**config.mk**
```make
export PLATFORM = sky130hd
export DESIGN_NAME = sdram_mport_sched
export DESIGN_NICKNAME = d
export VERILOG_FILES = /design/src/rtl/sdram_mport_sched.sv
export SDC_FILE = /design/constraint.sdc
export NUM_CORES = 1
export LEC_CHECK = 0
export ABC_CLOCK_PERIOD_IN_PS = 7350
export CAP_MARGIN = 10
export CORE_MARGIN = 5
export CORE_UTILIZATION = 45
export DETAILED_ROUTE_END_ITERATION = 6
export PLACE_DENSITY = 0.74
export RECOVER_POWER = 100
export SLEW_MARGIN = 20
export SYNTH_ARGS = -nofsm -noshare
export SYNTH_HDL_FRONTEND = slang
export SYNTH_SLANG_ARGS = --single-unit
```
**constraint.sdc**
```tcl
create_clock -name Clk -period 7.35 [get_ports Clk]
set_input_delay 0.735 -clock Clk [delete_from_list [all_inputs] [get_ports Clk]]
set_output_delay 0.735 -clock Clk [all_outputs]
set_load 0.005 [all_outputs]
```
**src/rtl/sdram_mport_sched.sv**
```systemverilog
// Multi-channel SDRAM transaction scheduler: per-channel wrapping address rings,
// round-robin arbitration over all write/read requesters, one row-bounded burst at a time.
module sdram_mport_sched #(
    parameter int NCH   = 2,
    parameter int AW    = 24,
    parameter int BW    = 2,
    parameter int CW    = 9,
    parameter int BL    = 8,
    parameter int FW    = 8,
    parameter int RD_TH = 128
) (
    input  logic                  Clk,
    input  logic                  Rst,
    input  logic [NCH*AW-1:0]     Wr_start,
    input  logic [NCH*AW-1:0]     Wr_max,
    input  logic [NCH-1:0]        Wr_load,
    input  logic [NCH*FW-1:0]     Wr_level,
    input  logic [NCH*AW-1:0]     Rd_start,
    input  logic [NCH*AW-1:0]     Rd_max,
    input  logic [NCH-1:0]        Rd_load,
    input  logic [NCH*FW-1:0]     Rd_level,
    output logic                  Cmd_wr,
    output logic                  Cmd_rd,
    output logic [BW-1:0]         Cmd_baddr,
    output logic [AW-BW-CW-1:0]   Cmd_raddr,
    output logic [CW-1:0]         Cmd_caddr,
    output logic [CW:0]           Cmd_len,
    input  logic                  Cmd_ack,
    input  logic                  Wdata_done,
    input  logic                  Rdata_done,
    output logic [NCH-1:0]        Wr_grant,
    output logic [NCH-1:0]        Rd_grant,
    output logic                  Busy
);
    localparam int RW   = AW - BW - CW;
    localparam int NREQ = 2 * NCH;
    localparam int IW   = $clog2(NREQ);
    localparam int CHW  = (NCH > 1) ? $clog2(NCH) : 1;

    typedef enum logic [1:0] {IDLE, ISSUE, WAIT} state_t;

    state_t          state, state_nxt;
    logic [AW-1:0]   wr_ptr [NCH];
    logic [AW-1:0]   rd_ptr [NCH];
    logic [CW:0]     wr_len [NCH];
    logic [CW:0]     rd_len [NCH];
    logic [NREQ-1:0] req;
    logic [IW-1:0]   rr;
    logic [IW-1:0]   win;
    logic [IW-1:0]   idx;
    logic            found;
    logic            sel_wr;
    logic [CHW-1:0]  sel_ch;
    logic [AW-1:0]   sel_ptr;
    logic [CW:0]     sel_len;
    logic            cur_wr;
    logic [CHW-1:0]  cur_ch;
    logic            done_hit;

    // A burst never runs past the last column of the current row.
    function automatic logic [CW:0] burst_len(input logic [AW-1:0] p);
        logic [CW:0] rem;
        rem = (CW+1)'(1 << CW) - {1'b0, p[CW-1:0]};
        return (rem < (CW+1)'(BL)) ? rem : (CW+1)'(BL);
    endfunction

    function automatic logic [AW-1:0] next_ptr(input logic [AW-1:0] p, input logic [CW:0] len,
                                               input logic [AW-1:0] start, input logic [AW-1:0] max);
        logic [AW:0] nxt;
        nxt = {1'b0, p} + (AW+1)'(len);
        return (nxt >= {1'b0, max}) ? start : nxt[AW-1:0];
    endfunction

    always_comb begin
        req = '0;
        for (int i = 0; i < NCH; i++) begin
            wr_len[i] = burst_len(wr_ptr[i]);
            rd_len[i] = burst_len(rd_ptr[i]);
            req[i] = !Wr_load[i]
                     && (Wr_start[i*AW +: AW] != Wr_max[i*AW +: AW])
                     && (int'(Wr_level[i*FW +: FW]) >= int'(wr_len[i]));
            req[NCH+i] = !Rd_load[i]
                         && (Rd_start[i*AW +: AW] != Rd_max[i*AW +: AW])
                         && (int'(Rd_level[i*FW +: FW]) < RD_TH);
        end
    end

    // Round-robin search begins at the entry after the previous winner.
    always_comb begin
        found = 1'b0;
        win   = rr;
        idx   = rr;
        for (int k = 0; k < NREQ; k++) begin
            idx = IW'((int'(rr) + k) % NREQ);
            if (!found && req[idx]) begin
                found = 1'b1;
                win   = idx;
            end
        end
        sel_wr  = int'(win) < NCH;
        sel_ch  = sel_wr ? CHW'(win) : CHW'(int'(win) - NCH);
        sel_ptr = sel_wr ? wr_ptr[sel_ch] : rd_ptr[sel_ch];
        sel_len = sel_wr ? wr_len[sel_ch] : rd_len[sel_ch];
    end

    always_ff @(posedge Clk) begin
        if (Rst) state <= IDLE;
        else     state <= state_nxt;
    end

    always_comb begin
        state_nxt = state;
        done_hit  = 1'b0;
        case (state)
            IDLE:    if (found) state_nxt = ISSUE;
            ISSUE:   if (Cmd_ack) state_nxt = WAIT;
            WAIT: begin
                done_hit = cur_wr ? Wdata_done : Rdata_done;
                if (done_hit) state_nxt = IDLE;
            end
            default: state_nxt = IDLE;
        endcase
    end

    always_ff @(posedge Clk) begin
        if (Rst) begin
            cur_wr    <= 1'b0;
            cur_ch    <= '0;
            rr        <= '0;
            Cmd_baddr <= '0;
            Cmd_raddr <= '0;
            Cmd_caddr <= '0;
            Cmd_len   <= '0;
        end else if (state == IDLE && found) begin
            cur_wr    <= sel_wr;
            cur_ch    <= sel_ch;
            rr        <= IW'((int'(win) + 1) % NREQ);
            Cmd_baddr <= sel_ptr[AW-1 -: BW];
            Cmd_raddr <= sel_ptr[CW +: RW];
            Cmd_caddr <= sel_ptr[CW-1:0];
            Cmd_len   <= sel_len;
        end
    end

    // A load beats a same-cycle completion on that channel.
    always_ff @(posedge Clk) begin
        for (int i = 0; i < NCH; i++) begin
            if (Rst || Wr_load[i])
                wr_ptr[i] <= Wr_start[i*AW +: AW];
            else if (done_hit && cur_wr && cur_ch == CHW'(i))
                wr_ptr[i] <= next_ptr(wr_ptr[i], Cmd_len, Wr_start[i*AW +: AW], Wr_max[i*AW +: AW]);
            if (Rst || Rd_load[i])
                rd_ptr[i] <= Rd_start[i*AW +: AW];
            else if (done_hit && !cur_wr && cur_ch == CHW'(i))
                rd_ptr[i] <= next_ptr(rd_ptr[i], Cmd_len, Rd_start[i*AW +: AW], Rd_max[i*AW +: AW]);
        end
    end

    assign Busy   = (state != IDLE);
    assign Cmd_wr = (state == ISSUE) && cur_wr;
    assign Cmd_rd = (state == ISSUE) && !cur_wr;

    always_comb begin
        Wr_grant = '0;
        Rd_grant = '0;
        if (state != IDLE) begin
            if (cur_wr) Wr_grant[cur_ch] = 1'b1;
            else        Rd_grant[cur_ch] = 1'b1;
        end
    end
endmodule
```
==> run summary, run 1 <==
Achievable Freq = 159 MHz
Cell-internal power = 0.00187 W
Synth Cell Area = 13,100 um^2
Fill cells = 2,529
Worst EP arrival = 6.45 ns
GP Congestion = 0.938
Synth area leaders = edfxtp_1 (22%), ha_1 (15%), mux2_2 (8.3%)
First-pass GRT wire length = 64,000 um
Wire length on met2 = 19,700 um
First-pass iteration count of the detailed router = 6
Initial antenna violation count = 1
Distinct cell type count after synthesis = 71
Failing checks = max-capacitance violations, max-slew violations
Setup crit end kind = register
Dpl cell area = 16,100 um^2
Vias in the first global route = 11,486
Setup WS post-layout = 1.07 ns
Largest net degree at the start of global routing = 62
Routed wire length per instance = 20.6 um
Min-delay worst type = reg2reg
Drt drc = 0
Commonest cells after routing, fill and taps aside = clkdlybuf4s50_1 (216), ha_1 (156), inv_1 (121), xnor2_1 (112), edfxtp_1 (96)
Post-CTS Hold Buffers = 0
M1 wire length = 17,900 um
VDD IR max = 0.161 mV
Top Metal Used = met4
Syn-to-layout area delta = 27.4%
Initial DRC Count = 748
Critical path launch point type = register
Yosys warns = 0
Starting Density = 45.5%
All-Layer GR Usage = 24.8%
Fin Hold WS = 0.459 ns
DP Worst Slack = 1.63 ns
Die Y-Extent = 180 um
H-tree lvl count = 4
Reg area = 3680 um^2
Cell taking the most area after synthesis = edfxtp_1
Post-synthesis sequential area ratio = 28.2%
IO Port Bufs = 259
Clock skew = 0.0101 ns
Fin util = 58.0%
Final setup viols = 0
Synth Instances = 1,359
Sw frac = 31.9%
RSZ-0062 raised after global routing = false
Routed wl met3 = 2750 um
Post-cts sizing count = 0
Setup_tns = 0 ns
Ys async rst share = 0%
Detailed-route via count = 11,460
Part of the power in registers = 36.4%
Final number of hold-violating endpoints = 0
Core Footprint = 28,700 um^2
DIE AREA = 32,600 um^2
Pwr Density = 165 nW/um^2
Clk buf depth = 2
Postcts setup bufs = 0
Floorplan row count = 62
Detail Route Antenna Nets = 0
Logic gate share of total power = 31.4%
Final Cycle Share = 85.4%
Multi-input gate area = 8790 um^2
Area share of the leading cell type in the synthesized netlist = 22.1%
Slew HR = -29.4%
Clk slew on worst S/H paths = 0.06 ns
IO Count = 274
Ratio of cells with drive above 1 in the final layout = 8.76%
Ys flop type = edfxtp_1
Measured slew at the worst slew-check pin = 1.94 ns
CP Class = reg2reg
Clock root cell = clkbuf_16
Post-route cell area = 16,700 um^2
Outcome = finished, violations left
Num CTS Buffers = 17
Chip width = 180 um
Commonest non-fill, non-tap cell in the layout = clkdlybuf4s50_1
Final Critical Period = 6.28 ns
Vias/cell = 5.65
Grt ovf = 0
Data required, critical path = 7.52 ns
Critical Path Fanout Max = 17
DP HPWL = 34,300 um
Clk sinks = 136
Clock Latency Late Sink = 0.43 ns
CTS tree = yes
Syn Area/Cell = 9.62 um^2
Count of pins over their slew limit = 62
Clock power share = 32.2%
NetSw = 0.000876 W
Post-synth EDFFs = 96
Final #Nets = 2,023
Synthesized flop and latch total = 136
Max-Cap Viols = 1
Leakage Power = 7.08 nW
Total wire length = 41,800 um
metrics by stage:
step,cells,total power (W)
6_report,2028,0.00275
5_1_grt,2028,0.00288
4_1_cts,2027,0.00277
3_5_place_dp,1995,0.00188
3_3_place_gp,1995,0.00186
2_1_floorplan,1366,0.00148
state kept, by name, indices dropped and copies added (netlist names):
signal     cells
rd_ptr        48
Cmd_baddr      2
Cmd_raddr     13
cur_wr         1
Cmd_caddr      9
rr             2
Cmd_len       10
cur_ch         1
state          2
wr_ptr        48
synthesized netlist by cell type (4+ instances only):
master,number
nor4_1,23
nand2_1,86
mux2_2,96
o21a_1,13
o22ai_1,5
dfxtp_1,40
inv_1,121
and2_1,7
o21ai_0,28
a21o_1,39
a21oi_1,53
o2111ai_1,4
mux2i_1,52
buf_2,8
mux2_1,7
a21oi_2,4
and3_1,13
a211oi_1,14
o221ai_1,24
xnor2_1,112
ha_1,156
o21ai_1,4
nand4_1,41
xor2_1,74
buf_6,7
nor2b_1,18
nor3_1,33
a2111oi_0,5
fa_1,4
clkbuf_1,8
nand3_1,28
o211ai_1,5
nor2_1,56
nand2b_1,19
edfxtp_1,96
logic make-up (layout without fill, tap and decap cells):
kind of cell / count (synthesis) / after routing / synth area share [%]
other cells: 1 / 9 / 0.0287
mux: 155 / 155 / 12.9
fa+ha+maj: 160 / 160 / 15.5
xor+xnor: 186 / 186 / 12.5
simple gates: 344 / 344 / 13.5
compound gates: 231 / 231 / 12.7
buf+inv: 146 / 423 / 4.73
flops: 136 / 136 / 28.2
final timing paths:
check	from	end	slack, ns	cells past startpoint
worst min-delay path	Cmd_raddr[1]	Cmd_raddr[1]	0.46	2
worst min register to register	Cmd_raddr[1]	Cmd_raddr[1]	0.46	2
worst max register to register	Cmd_len[1]	wr_ptr[1][6]	1.07	20
worst max-delay path	Cmd_len[1]	wr_ptr[1][6]	1.07	20
critical path: stages (launching register included):
cell       delay [ns]
dfxtp_1          0.81
ha_1             0.35
a21o_1           0.16
a21oi_1          0.22
nor2b_1          0.08
o21a_1           0.19
o22a_1           0.20
a311oi_1         0.50
nor2_1           0.13
o21ai_0          0.24
xnor2_1          0.16
ha_1             0.32
nand4_1          0.14
nor3_1           0.29
o21ai_0          0.16
a21oi_1          0.20
a2111oi_0        0.10
a211oi_1         0.24
a311o_1          0.39
clkbuf_1         0.72
mux2_2           0.42
power by group through the flow:
stage	combinational, W	clock, W	sequential (W)
2_1_floorplan	0.000503	0	0.000979
3_3_place_gp	0.000847	0	0.00101
3_5_place_dp	0.000867	0	0.00101
4_1_cts	0.000873	0.000895	0.000999
5_1_grt	0.000944	0.000929	0.00101
6_report	0.000863	0.000886	0.00100
layer usage:
layer / global-route usage [%] / vias to the layer above
li1: - / 5519
met1: 32.7 / 5415
met2: 41.0 / 448
met3: 4.30 / 78
met4: 9.38 / 0
met5: 0 / -
cell type report:
| type | count | share of cell area, % |
|---|---|---|
| clock buffers | 17 | 2.55 |
| inverters | 121 | 2.73 |
| flip-flops and latches | 136 | 22.1 |
| repair buffers | 270 | 15.9 |
| multi-input cells | 1084 | 52.8 |
| diodes | 1 | 0.0150 |
| well taps | 384 | 2.89 |
| clock inverters | 15 | 1.06 |
(Power assumes the default switching activity.)
==> run 2: changes to the inputs <==
--- a/config.mk
+++ b/config.mk
@@ -9,6 +9,7 @@
 export CAP_MARGIN = 10
 export CORE_MARGIN = 5
 export CORE_UTILIZATION = 45
+export CTS_CLUSTER_SIZE = 12
 export DETAILED_ROUTE_END_ITERATION = 6
 export PLACE_DENSITY = 0.74
 export RECOVER_POWER = 100
==> results of run 2 <==
Final layout, timing and power as in run 1 (identical DEF).
